**src/rtl/uncached_axi_bridge.sv**
```systemverilog
// uncached_axi_bridge: runs uncached SRAM-side fetch/load/store requests as single-beat AXI4 transactions
//   clk, rst                   : clock, synchronous active-high reset
//   inst_*                     : fetch request (addr, ren) and completion (valid pulse, rd data)
//   data_*                     : data request (addr, ren, wen, wd) and completion (valid pulse, rd data)
//   is_cache                   : request belongs to the caches and is ignored here
//   ar*/r*/aw*/w*/b*           : AXI4 master channels, one transaction outstanding at a time
module uncached_axi_bridge #(
    parameter logic [3:0] ID_INST = 4'h0,
    parameter logic [3:0] ID_DATA = 4'h1
) (
    input  logic        clk,
    input  logic        rst,
    input  logic [31:0] inst_addr,
    input  logic        inst_ren,
    output logic        inst_valid,
    output logic [31:0] inst_rd,
    input  logic [31:0] data_addr,
    input  logic        data_ren,
    input  logic [3:0]  data_wen,
    input  logic [31:0] data_wd,
    output logic        data_valid,
    output logic [31:0] data_rd,
    input  logic        is_cache,
    output logic [3:0]  arid,
    output logic [31:0] araddr,
    output logic [7:0]  arlen,
    output logic [2:0]  arsize,
    output logic [1:0]  arburst,
    output logic        arvalid,
    input  logic        arready,
    input  logic [3:0]  rid,
    input  logic [31:0] rdata,
    input  logic [1:0]  rresp,
    input  logic        rlast,
    input  logic        rvalid,
    output logic        rready,
    output logic [3:0]  awid,
    output logic [31:0] awaddr,
    output logic [7:0]  awlen,
    output logic [2:0]  awsize,
    output logic [1:0]  awburst,
    output logic        awvalid,
    input  logic        awready,
    output logic [31:0] wdata,
    output logic [3:0]  wstrb,
    output logic        wlast,
    output logic        wvalid,
    input  logic        wready,
    input  logic [3:0]  bid,
    input  logic [1:0]  bresp,
    input  logic        bvalid,
    output logic        bready
);
    typedef enum logic [2:0] {IDLE, RADDR, RDATA, WREQ, WRESP, DONE} state_t;
    state_t state, state_n;
    logic src_inst;
    logic rd_acc, wr_acc, aw_done, w_done;
    assign arlen   = 8'd0;
    assign awlen   = 8'd0;
    assign arsize  = 3'b010;
    assign awsize  = 3'b010;
    assign arburst = 2'b01;
    assign awburst = 2'b01;
    assign awid    = ID_DATA;
    assign wlast   = 1'b1;
    // data read beats data write beats fetch; a read+write combination is a read
    assign rd_acc  = !is_cache && (data_ren || (inst_ren && data_wen == 4'd0));
    assign wr_acc  = !is_cache && !data_ren && data_wen != 4'd0;
    // each write channel is finished once its valid has dropped or is handshaking now
    assign aw_done = !awvalid || awready;
    assign w_done  = !wvalid || wready;
    always_comb begin
        state_n = state;
        unique case (state)
            IDLE:    state_n = rd_acc ? RADDR : wr_acc ? WREQ : IDLE;
            RADDR:   state_n = arready ? RDATA : RADDR;
            RDATA:   state_n = rvalid ? DONE : RDATA;
            WREQ:    state_n = (aw_done && w_done) ? WRESP : WREQ;
            WRESP:   state_n = bvalid ? DONE : WRESP;
            DONE:    state_n = IDLE;
            default: state_n = IDLE;
        endcase
    end
    always_ff @(posedge clk) begin
        if (rst) begin
            state      <= IDLE;
            src_inst   <= 1'b0;
            arid       <= 4'd0;
            araddr     <= 32'd0;
            arvalid    <= 1'b0;
            rready     <= 1'b0;
            awaddr     <= 32'd0;
            awvalid    <= 1'b0;
            wdata      <= 32'd0;
            wstrb      <= 4'd0;
            wvalid     <= 1'b0;
            bready     <= 1'b0;
            inst_valid <= 1'b0;
            data_valid <= 1'b0;
            inst_rd    <= 32'd0;
            data_rd    <= 32'd0;
        end else begin
            state      <= state_n;
            inst_valid <= 1'b0;
            data_valid <= 1'b0;
            unique case (state)
                IDLE: begin
                    if (rd_acc) begin
                        src_inst <= !data_ren;
                        arvalid  <= 1'b1;
                        araddr   <= data_ren ? data_addr : inst_addr;
                        arid     <= data_ren ? ID_DATA : ID_INST;
                    end else if (wr_acc) begin
                        src_inst <= 1'b0;
                        awvalid  <= 1'b1;
                        wvalid   <= 1'b1;
                        awaddr   <= data_addr;
                        wdata    <= data_wd;
                        wstrb    <= data_wen;
                    end
                end
                RADDR: begin
                    if (arready) begin
                        arvalid <= 1'b0;
                        rready  <= 1'b1;
                    end
                end
                RDATA: begin
                    if (rvalid) begin
                        rready     <= 1'b0;
                        inst_valid <= src_inst;
                        data_valid <= !src_inst;
                        if (src_inst) inst_rd <= rdata;
                        else data_rd <= rdata;
                    end
                end
                WREQ: begin
                    if (awready) awvalid <= 1'b0;
                    if (wready) wvalid <= 1'b0;
                    if (aw_done && w_done) bready <= 1'b1;
                end
                WRESP: begin
                    if (bvalid) begin
                        bready     <= 1'b0;
                        data_valid <= 1'b1;
                    end
                end
                default: ;
            endcase
        end
    end
endmodule

```
**config.mk**
```make
export PLATFORM = sky130hd
export DESIGN_NAME = uncached_axi_bridge
export DESIGN_NICKNAME = d
export VERILOG_FILES = /design/src/rtl/uncached_axi_bridge.sv
export SDC_FILE = /design/constraint.sdc
export NUM_CORES = 1
export LEC_CHECK = 0
export ABC_CLOCK_PERIOD_IN_PS = 2000
export BUFFER_PORTS_ARGS = -buffer_cell sky130_fd_sc_hd__buf_2
export CAP_MARGIN = 20
export CELL_PAD_IN_SITES_DETAIL_PLACEMENT = 1
export CELL_PAD_IN_SITES_GLOBAL_PLACEMENT = 1
export CORE_ASPECT_RATIO = 1.25
export CORE_MARGIN = 1
export CORE_UTILIZATION = 30
export DETAILED_ROUTE_END_ITERATION = 12
export HOLD_SLACK_MARGIN = 0.08
export PLACE_DENSITY_LB_ADDON = 0.1
export SETUP_SLACK_MARGIN = 0.2
export SLEW_MARGIN = 20
export SYNTH_ARGS = -nofsm -noshare
export SYNTH_HDL_FRONTEND = slang
export SYNTH_SLANG_ARGS = --single-unit
```
**constraint.sdc**
```tcl
create_clock -name clk -period 2 [get_ports clk]
set_clock_uncertainty 0.05 [all_clocks]
set_input_delay 0.3 -clock clk [delete_from_list [all_inputs] [get_ports clk]]
set_output_delay 0.3 -clock clk [all_outputs]
set_load 0.005 [all_outputs]
```
==> results of run 1 <==
synth_stat cells, types with 3 or more instances:
master / count
sky130_fd_sc_hd__a211oi_2: 8
sky130_fd_sc_hd__a21oi_1: 139
sky130_fd_sc_hd__a211oi_1: 24
sky130_fd_sc_hd__inv_1: 6
sky130_fd_sc_hd__nand2_1: 268
sky130_fd_sc_hd__nand3_1: 4
sky130_fd_sc_hd__a31oi_1: 5
sky130_fd_sc_hd__buf_4: 41
sky130_fd_sc_hd__mux2i_1: 32
sky130_fd_sc_hd__dfxtp_1: 176
sky130_fd_sc_hd__buf_2: 24
sky130_fd_sc_hd__nor2_1: 38
sky130_fd_sc_hd__buf_1: 3
sky130_fd_sc_hd__clkbuf_1: 26
report_power, final:
part | internal, uW | leakage, uW | switching, uW
Clock | 1610 | 0.000247 | 1520
Sequential | 3720 | 0.00143 | 108
Combinational | 670 | 0.00286 | 747
Total | 6000 | 0.00454 | 2370
critical path, stage by stage (launching register included):
cell and delay (ns):
sky130_fd_sc_hd__dfxtp_1 0.33, sky130_fd_sc_hd__buf_4 0.18, sky130_fd_sc_hd__and4bb_2 0.39, sky130_fd_sc_hd__and2_1 0.20, sky130_fd_sc_hd__buf_12 0.21, sky130_fd_sc_hd__nand2_1 0.08
sky130_fd_sc_hd__a21oi_1 0.14
cells in the final DEF (no fill, tap or decap), drive strengths merged, types with 2 or more instances in the layout:
cell / netlist / final
nor2: 38 / 38
and2: 2 / 2
nand2b: 2 / 2
clkbuf: 26 / 19
inv: 6 / 10
dlygate4sd3: 0 / 98
a31oi: 5 / 5
a211oi: 32 / 32
a21oi: 139 / 139
clkinv: 0 / 4
mux2i: 32 / 32
nand3: 4 / 4
or2: 2 / 2
a311oi: 2 / 2
dfxtp: 176 / 176
nand2: 268 / 268
o21ai: 2 / 2
conb: 2 / 34
buf: 71 / 332
nor4: 2 / 2
clkinvlp: 0 / 5
nor3: 2 / 2
cells by family (layout without fill, tap and decap cells):
group                  after synthesis  count (layout)  share of synthesized area, %
AND/OR/NAND/NOR                    326             326                          18.9
AO/OA/AOI/OAI                      185             185                          15.9
flip-flops                         176             176                          51.6
buffers and inverters              103             468                          8.75
multiplexers                        32              32                          4.69
other                                2              34                         0.110
layer usage:
metal,routed length [um],global-route usage [%]
met1,9300,21.4
met2,11800,34.8
met3,1960,7.50
met4,614,7.60
met5,46,0
state kept, by name (all words and copies together), names as in the netlist, 3 cells and up:
name,cells
araddr,32
awaddr,32
data_rd,32
inst_rd,32
wdata,32
wstrb,4
state,3
final timing paths:
path / from / end / slack [ns] / cells after the start
setup reg to reg: state[0] / data_rd[5] / 0.35 / 6
setup / recovery: state[0] / data_rd[5] / 0.35 / 6
hold / removal: data_addr[18] / awaddr[18] / 0.10 / 3
hold reg to reg: awaddr[8] / awaddr[8] / 0.40 / 2
timing repair:
| action | 4_1_cts | 5_1_grt |
|---|---|---|
| gates resized for setup | 0 | 3 |
| endpoints found under the hold margin | 128 | 0 |
| hold buffers | 98 | 0 |
| setup endpoints to repair | 0 | 23 |
final cells by class:
cell class	count	area, um^2	area share, %
sequential	176	3520	34.8
timing repair buffer	431	2860	28.3
multi-input combinational	577	2830	27.9
clock buffer	18	429	4.24
tap	283	354	3.50
clock inverter	13	106	1.05
inverter	6	22.5	0.222
through the flow:
step | instances | hold WS, ns
2_1_floorplan | 856 | 0.365
3_3_place_gp | 1374 | 0.389
3_5_place_dp | 1374 | 0.393
4_1_cts | 1503 | 0.0826
5_1_grt | 1504 | 0.0884
6_report | 1504 | 0.102
==> parameters.txt, run 1 <==
Parameter                              Value

Flow run
  # Max-Cap Violations    0

Timing
  Final setup slack of the worst path    0.353 ns
  RSZ-0062 raised after global routing    false
  Final period demand of the worst path    1.65 ns
  Max-slew violation total from the final report    0
  Final clock period utilization by the worst path    82.4%
  Final Hold Viols    0
  Final setup fails    0
  F_max    607 MHz
  Fin Setup TNS    0 ns

Clock network
  Clock tree from TritonCTS    yes
  Clock sink total    176
  Clock transition time at the flip-flop clock pins of the worst setup and hold paths    0.07 ns
  Total number of H-tree levels    4
  Latest clock arrival within the worst-skew pair    0.42 ns
  Post-CTS Setup Inserts    0
  Buffer depth of the longest clock path    2
  Root Driver    sky130_fd_sc_hd__clkbuf_16
  CTS Buf Count    17

Worst setup path
  Worst endpoint data arrival time    1.95 ns
  Required time reported for the critical path endpoint    2.30 ns
  CP Launch Type    register
  Endpoint class of the critical path    register
  Largest fanout on the critical path    32
  Setup CP Type    register to register

GRT
  Combined global-route utilization of all metal layers    19.9%
  Initial antenna violation count    4
  First-pass GRT wire length    35900 um
  Pin count of the biggest net entering global routing    71
  Global-route congestion overflow total    0
  Via count of the first global-routing pass    6889

Logic synthesis
  Synthesized area    0.00682 mm^2
  Ys Warns    0
  Average footprint of a synthesized cell    8.28 um^2
  Sequential cell area fraction in the yosys report    51.6%
  Main synth FF type    sky130_fd_sc_hd__dfxtp_1
  Number of enable flip-flop cells after synthesis    0
  Count of cell types in the netlist    36
  Library cell occupying the most area in the post-synthesis netlist    sky130_fd_sc_hd__dfxtp_1
  Fraction of registers with async set or reset after synthesis    0%
  Seq cells post-synth    176
  Cell types with the largest area share after synthesis    sky130_fd_sc_hd__dfxtp_1, sky130_fd_sc_hd__nand2_1, sky130_fd_sc_hd__a21oi_1
  Proportion of netlist area held by the largest area contributor    51.6%
  Instance count of the mapped netlist    824

Detailed routing
  Overall via count from detail_route    6855
  Routed length per instance    15.8 um
  Total wire length after detailed routing    23700 um
  Iter 0 DRT Violations    164
  Via density per instance    4.56
  Final antenna-violating net count    0
  DRC violations left    0
  Number of detailed-routing iterations run before antenna repair    4

Placed design
  Input/output buffers    313
  Last weighted congestion value of the routability-driven placer    0.720
  Half-perimeter wire length after detailed placement    15600 um
  Placement Cell Area    0.00857 mm^2
  Worst setup slack before clock tree synthesis    0.165 ns

Final layout
  Number of inserted diodes    0
  Core Util, Final    45.4%
  Synth-to-Final Area Change    48.4%
  Filler cell count in the final layout    2742
  Layout net count    1364
  Final instance area    0.0101 mm^2
  Fraction of layout instances using a drive strength above 1    31.0%

Floorplanning
  Die Y-Extent    171 um
  Initial standard-cell utilization of the core    30.6%
  Die Width    137 um
  Core Area    0.0223 mm^2
  Die outline area    0.0234 mm^2
  I/O Pins    361
  Number of standard-cell rows in the floorplan    61

Run status
  Run status    completed

Power
  Static leakage    0.00454 uW
  Peak ir drop on the vdd network    0.000576 V
  Power after layout    8370 uW
  Power per cell area    827 mW/mm^2

Min path
  Worst min path class    input port to register
Note: power is estimated with default switching activity, not from simulation.
==> run 2: changes to the inputs <==
--- a/config.mk
+++ b/config.mk
@@ -5,14 +5,14 @@
 export SDC_FILE = /design/constraint.sdc
 export NUM_CORES = 1
 export LEC_CHECK = 0
-export ABC_CLOCK_PERIOD_IN_PS = 2000
+export ABC_CLOCK_PERIOD_IN_PS = 1400
 export BUFFER_PORTS_ARGS = -buffer_cell sky130_fd_sc_hd__buf_2
 export CAP_MARGIN = 20
 export CELL_PAD_IN_SITES_DETAIL_PLACEMENT = 1
 export CELL_PAD_IN_SITES_GLOBAL_PLACEMENT = 1
 export CORE_ASPECT_RATIO = 1.25
 export CORE_MARGIN = 1
-export CORE_UTILIZATION = 30
+export CORE_UTILIZATION = 28
 export DETAILED_ROUTE_END_ITERATION = 12
 export HOLD_SLACK_MARGIN = 0.08
 export PLACE_DENSITY_LB_ADDON = 0.1
==> constraint.sdc (replaced) <==
create_clock -name clk -period 1.4 [get_ports clk]
set_clock_uncertainty 0.05 [all_clocks]
set_input_delay 0.21 -clock clk [delete_from_list [all_inputs] [get_ports clk]]
set_output_delay 0.21 -clock clk [all_outputs]
set_load 0.005 [all_outputs]
==> parameters.txt, run 2 (same netlist as run 1, synthesis figures left out) <==
Parameter                              Value

Run status
  Run status    complete, but fails checks
  Violated checks    setup timing

Timing
  RSZ-0062 raised after global routing    true
  Max-slew violation total from the final report    0 (unchanged)
  Final Hold Viols    0 (unchanged)
  Relative slew slack    65.8%
  Final setup fails    171 (+171)
  Slew @ Worst Pin    0.508 ns
  Final period demand of the worst path    1.67 ns (+0.0219 ns)
  Fin Setup TNS    -29.86 ns (-29.86 ns)
  F_max    599 MHz (-1.3%)
  Final clock period utilization by the worst path    119% (+37 points)
  Final setup slack of the worst path    -0.269 ns (-0.622 ns)

Worst setup path
  CP Launch Type    register
  Setup CP Type    register to register
  Largest fanout on the critical path    8 (-75%)
  Cell type with the highest occurrence count on the critical path    sky130_fd_sc_hd__buf_12
  Cell family contributing the most delay on the critical path    simple AND/OR/NAND/NOR gates
  Required time reported for the critical path endpoint    1.69 ns (-0.61 ns)
  Endpoint class of the critical path    register
  Sum of buffers and inverters on the critical path    4 (+2)
  Startpoint of the most critical register-to-register path    state[2]
  Critical Path, Cell by Cell    buf_4 > and4bb_2 > and2_4 > buf_12 > buf_12 > buf_16 > nand2_1 > a21oi_1
  Worst endpoint data arrival time    1.96 ns (about the same)
  Max incr delay on CP    0.34 ns (-0.05 ns)
  Worst-path cell with the longest stage delay    sky130_fd_sc_hd__dfxtp_2
  Launch point of the worst path    state[2]

Detailed routing
  Routed length per instance    17.9 um (+14%)
  Number of detailed-routing iterations run before antenna repair    4 (unchanged)
  Via density per instance    4.60 (+1.0%)
  Iter 0 DRT Violations    198 (+21%)
  DRC violations left    0 (unchanged)
  Final antenna-violating net count    0 (unchanged)
  Total wire length after detailed routing    29200 um (+23%)
  Overall via count from detail_route    7496 (+9.4%)

Floorplanning
  I/O Pins    361 (unchanged)
  Die Width    142 um (+3.5%)
  Number of standard-cell rows in the floorplan    63 (+3.3%)
  Core Area    0.0238 mm^2 (+6.8%)
  Initial standard-cell utilization of the core    28.7% (-2.0 points)
  Die Y-Extent    177 um (+3.5%)
  Die outline area    0.0250 mm^2 (+7.0%)

Min path
  Launch instance of the worst min-delay path    inst_addr[27]
  Worst min path class    input port to register

Power
  Cell internal pwr    9510 uW (+59%)
  Power spent charging and discharging nets    3960 uW (+67%)
  Peak ir drop on the vdd network    0.000881 V (+53%)
  Net switching fraction of the power    29.4% (+1.0 points)
  Share of total power in sequential cells    41.1% (-4.6 points)
  Static leakage    0.00559 uW (+23%)
  Share of total power in combinational logic    23.7% (+6.8 points)
  Power after layout    13500 uW (+61%)
  Clock network fraction of total power    35.2% (-2.1 points)
  Power per cell area    1070 mW/mm^2 (+30%)

Clock network
  CTS Buf Count    17 (unchanged)
  Latest clock arrival within the worst-skew pair    0.42 ns (about the same)
  Total number of H-tree levels    4 (unchanged)
  Clock sink total    176 (unchanged)
  Root Driver    sky130_fd_sc_hd__clkbuf_16
  Clock tree from TritonCTS    yes
  Clock transition time at the flip-flop clock pins of the worst setup and hold paths    0.07 ns (about the same)
  Buffer depth of the longest clock path    2 (unchanged)

GRT
  First-pass GRT wire length    39900 um (+11%)
  Via count of the first global-routing pass    7442 (+8.0%)
  Met3 global-route usage    6.05% (-1.4 points)
  Pin count of the biggest net entering global routing    49 (-31%)
  Global-route congestion overflow total    0 (unchanged)
  Initial antenna violation count    4 (unchanged)
  Met1 routing resource usage after global routing    22.2% (+0.73 points)
  Highest-utilization routing layer at the global route stage    met2
  Combined global-route utilization of all metal layers    20.9% (+1.0 points)
  M2 GR Usage    38.7% (+3.9 points)

Final layout
  Final instance area    0.0126 mm^2 (+24%)
  Reg area    0.00358 mm^2 (+1.6%)
  Fraction of layout instances using a drive strength above 1    54.8% (+24 points)
  Multi-input logic area    0.00387 mm^2 (+37%)
  Layout net count    1443 (+5.8%)
  Core Util, Final    52.8% (+7.3 points)
  Synth-to-Final Area Change    84.1%
  Commonest cells after routing, fill and taps aside    sky130_fd_sc_hd__buf_2, sky130_fd_sc_hd__nand2_1, sky130_fd_sc_hd__dfxtp_1
  Filler cell count in the final layout    2754 (+0.44%)
  Leading cell type in the layout, fill and taps excluded    sky130_fd_sc_hd__buf_2

Placed design
  Input/output buffers    313 (unchanged)
  Half-perimeter wire length after detailed placement    16500 um (+5.4%)
  Last weighted congestion value of the routability-driven placer    0.724 (+0.53%)
  Placement Cell Area    0.00883 mm^2 (+3.0%)

Flow run
  # Max-Cap Violations    0 (unchanged)
[run 2: cell types whose count changed in the layout (fill, tap and decap cells not counted), moves of 24 or more]
cell / previous run / this run
sky130_fd_sc_hd__nand2_2: 0 / 44
sky130_fd_sc_hd__dfxtp_1: 176 / 134
sky130_fd_sc_hd__dfxtp_2: 0 / 41
sky130_fd_sc_hd__a21oi_1: 139 / 53
sky130_fd_sc_hd__nand2_1: 268 / 182
sky130_fd_sc_hd__nor2_1: 38 / 7
sky130_fd_sc_hd__a21oi_2: 0 / 85
sky130_fd_sc_hd__buf_4: 7 / 31
sky130_fd_sc_hd__nand2_4: 0 / 41
[run 2: layout make-up]
class	count	area share [%]
Antenna cell	2	0.0398
Clock inverter	12	0.986
Inverter	6	0.179
Tap cell	325	3.24
Timing Repair Buffer	510	32.7
Sequential cell	176	28.5
Multi-Input combinational cell	577	30.8
Clock buffer	20	3.56
[run 2: per-layer routing]
layer | routed length (um) | share of wire [%] | vias to the layer above
li1 | - | - | 3595
met1 | 11200 | 38 | 3604
met2 | 15600 | 53 | 244
met3 | 1610 | 5.5 | 49
met4 | 786 | 2.7 | 4
met5 | 22 | 0.075 | -
[run 2: power groups by stage]
stage | Sequential [uW] | Combinational, uW | Clock, uW
after detailed placement | 5590 | 1920 | 0
after floorplan | 5610 | 1040 | 0
after global routing | 5570 | 3420 | 5100
final | 5540 | 3200 | 4740
after global placement | 5570 | 1900 | 0
after CTS | 5480 | 2570 | 4870
[run 2: path summary, 6_finish.rpt]
kind | to | cells after the start | slack [ns]
worst max-delay path | data_rd[14] | 8 | -0.27
worst min register to register | inst_rd[18] | 2 | 0.40
worst min-delay path | araddr[27] | 3 | 0.11
worst max register to register | data_rd[14] | 8 | -0.27
[run 2: repair_timing]
action,CTS,global route
pin swaps,33,63
cloned,10,11
setup buffers,13,11
resized for setup,73,295
hold buffers,112,0
setup endpoints to repair,177,215
endpoints found under the hold margin,144,0
[run 2: worst min-delay path: stages]
cell and delay (ns):
sky130_fd_sc_hd__buf_2 0.10, sky130_fd_sc_hd__mux2i_1 0.13, sky130_fd_sc_hd__a211oi_1 0.08
[run 2: metrics by stage]
| stage | setup WS (ns) | hold slack, ns | cells |
|---|---|---|---|
| 6_report | -0.269 | 0.106 | 1628 |
| 4_1_cts | -0.197 | 0.0834 | 1604 |
| 3_5_place_dp | -0.508 | 0.392 | 1437 |
| 5_1_grt | -0.313 | 0.0896 | 1628 |
| 2_1_floorplan | -0.0976 | 0.274 | 856 |
| 3_3_place_gp | -0.497 | 0.380 | 1437 |
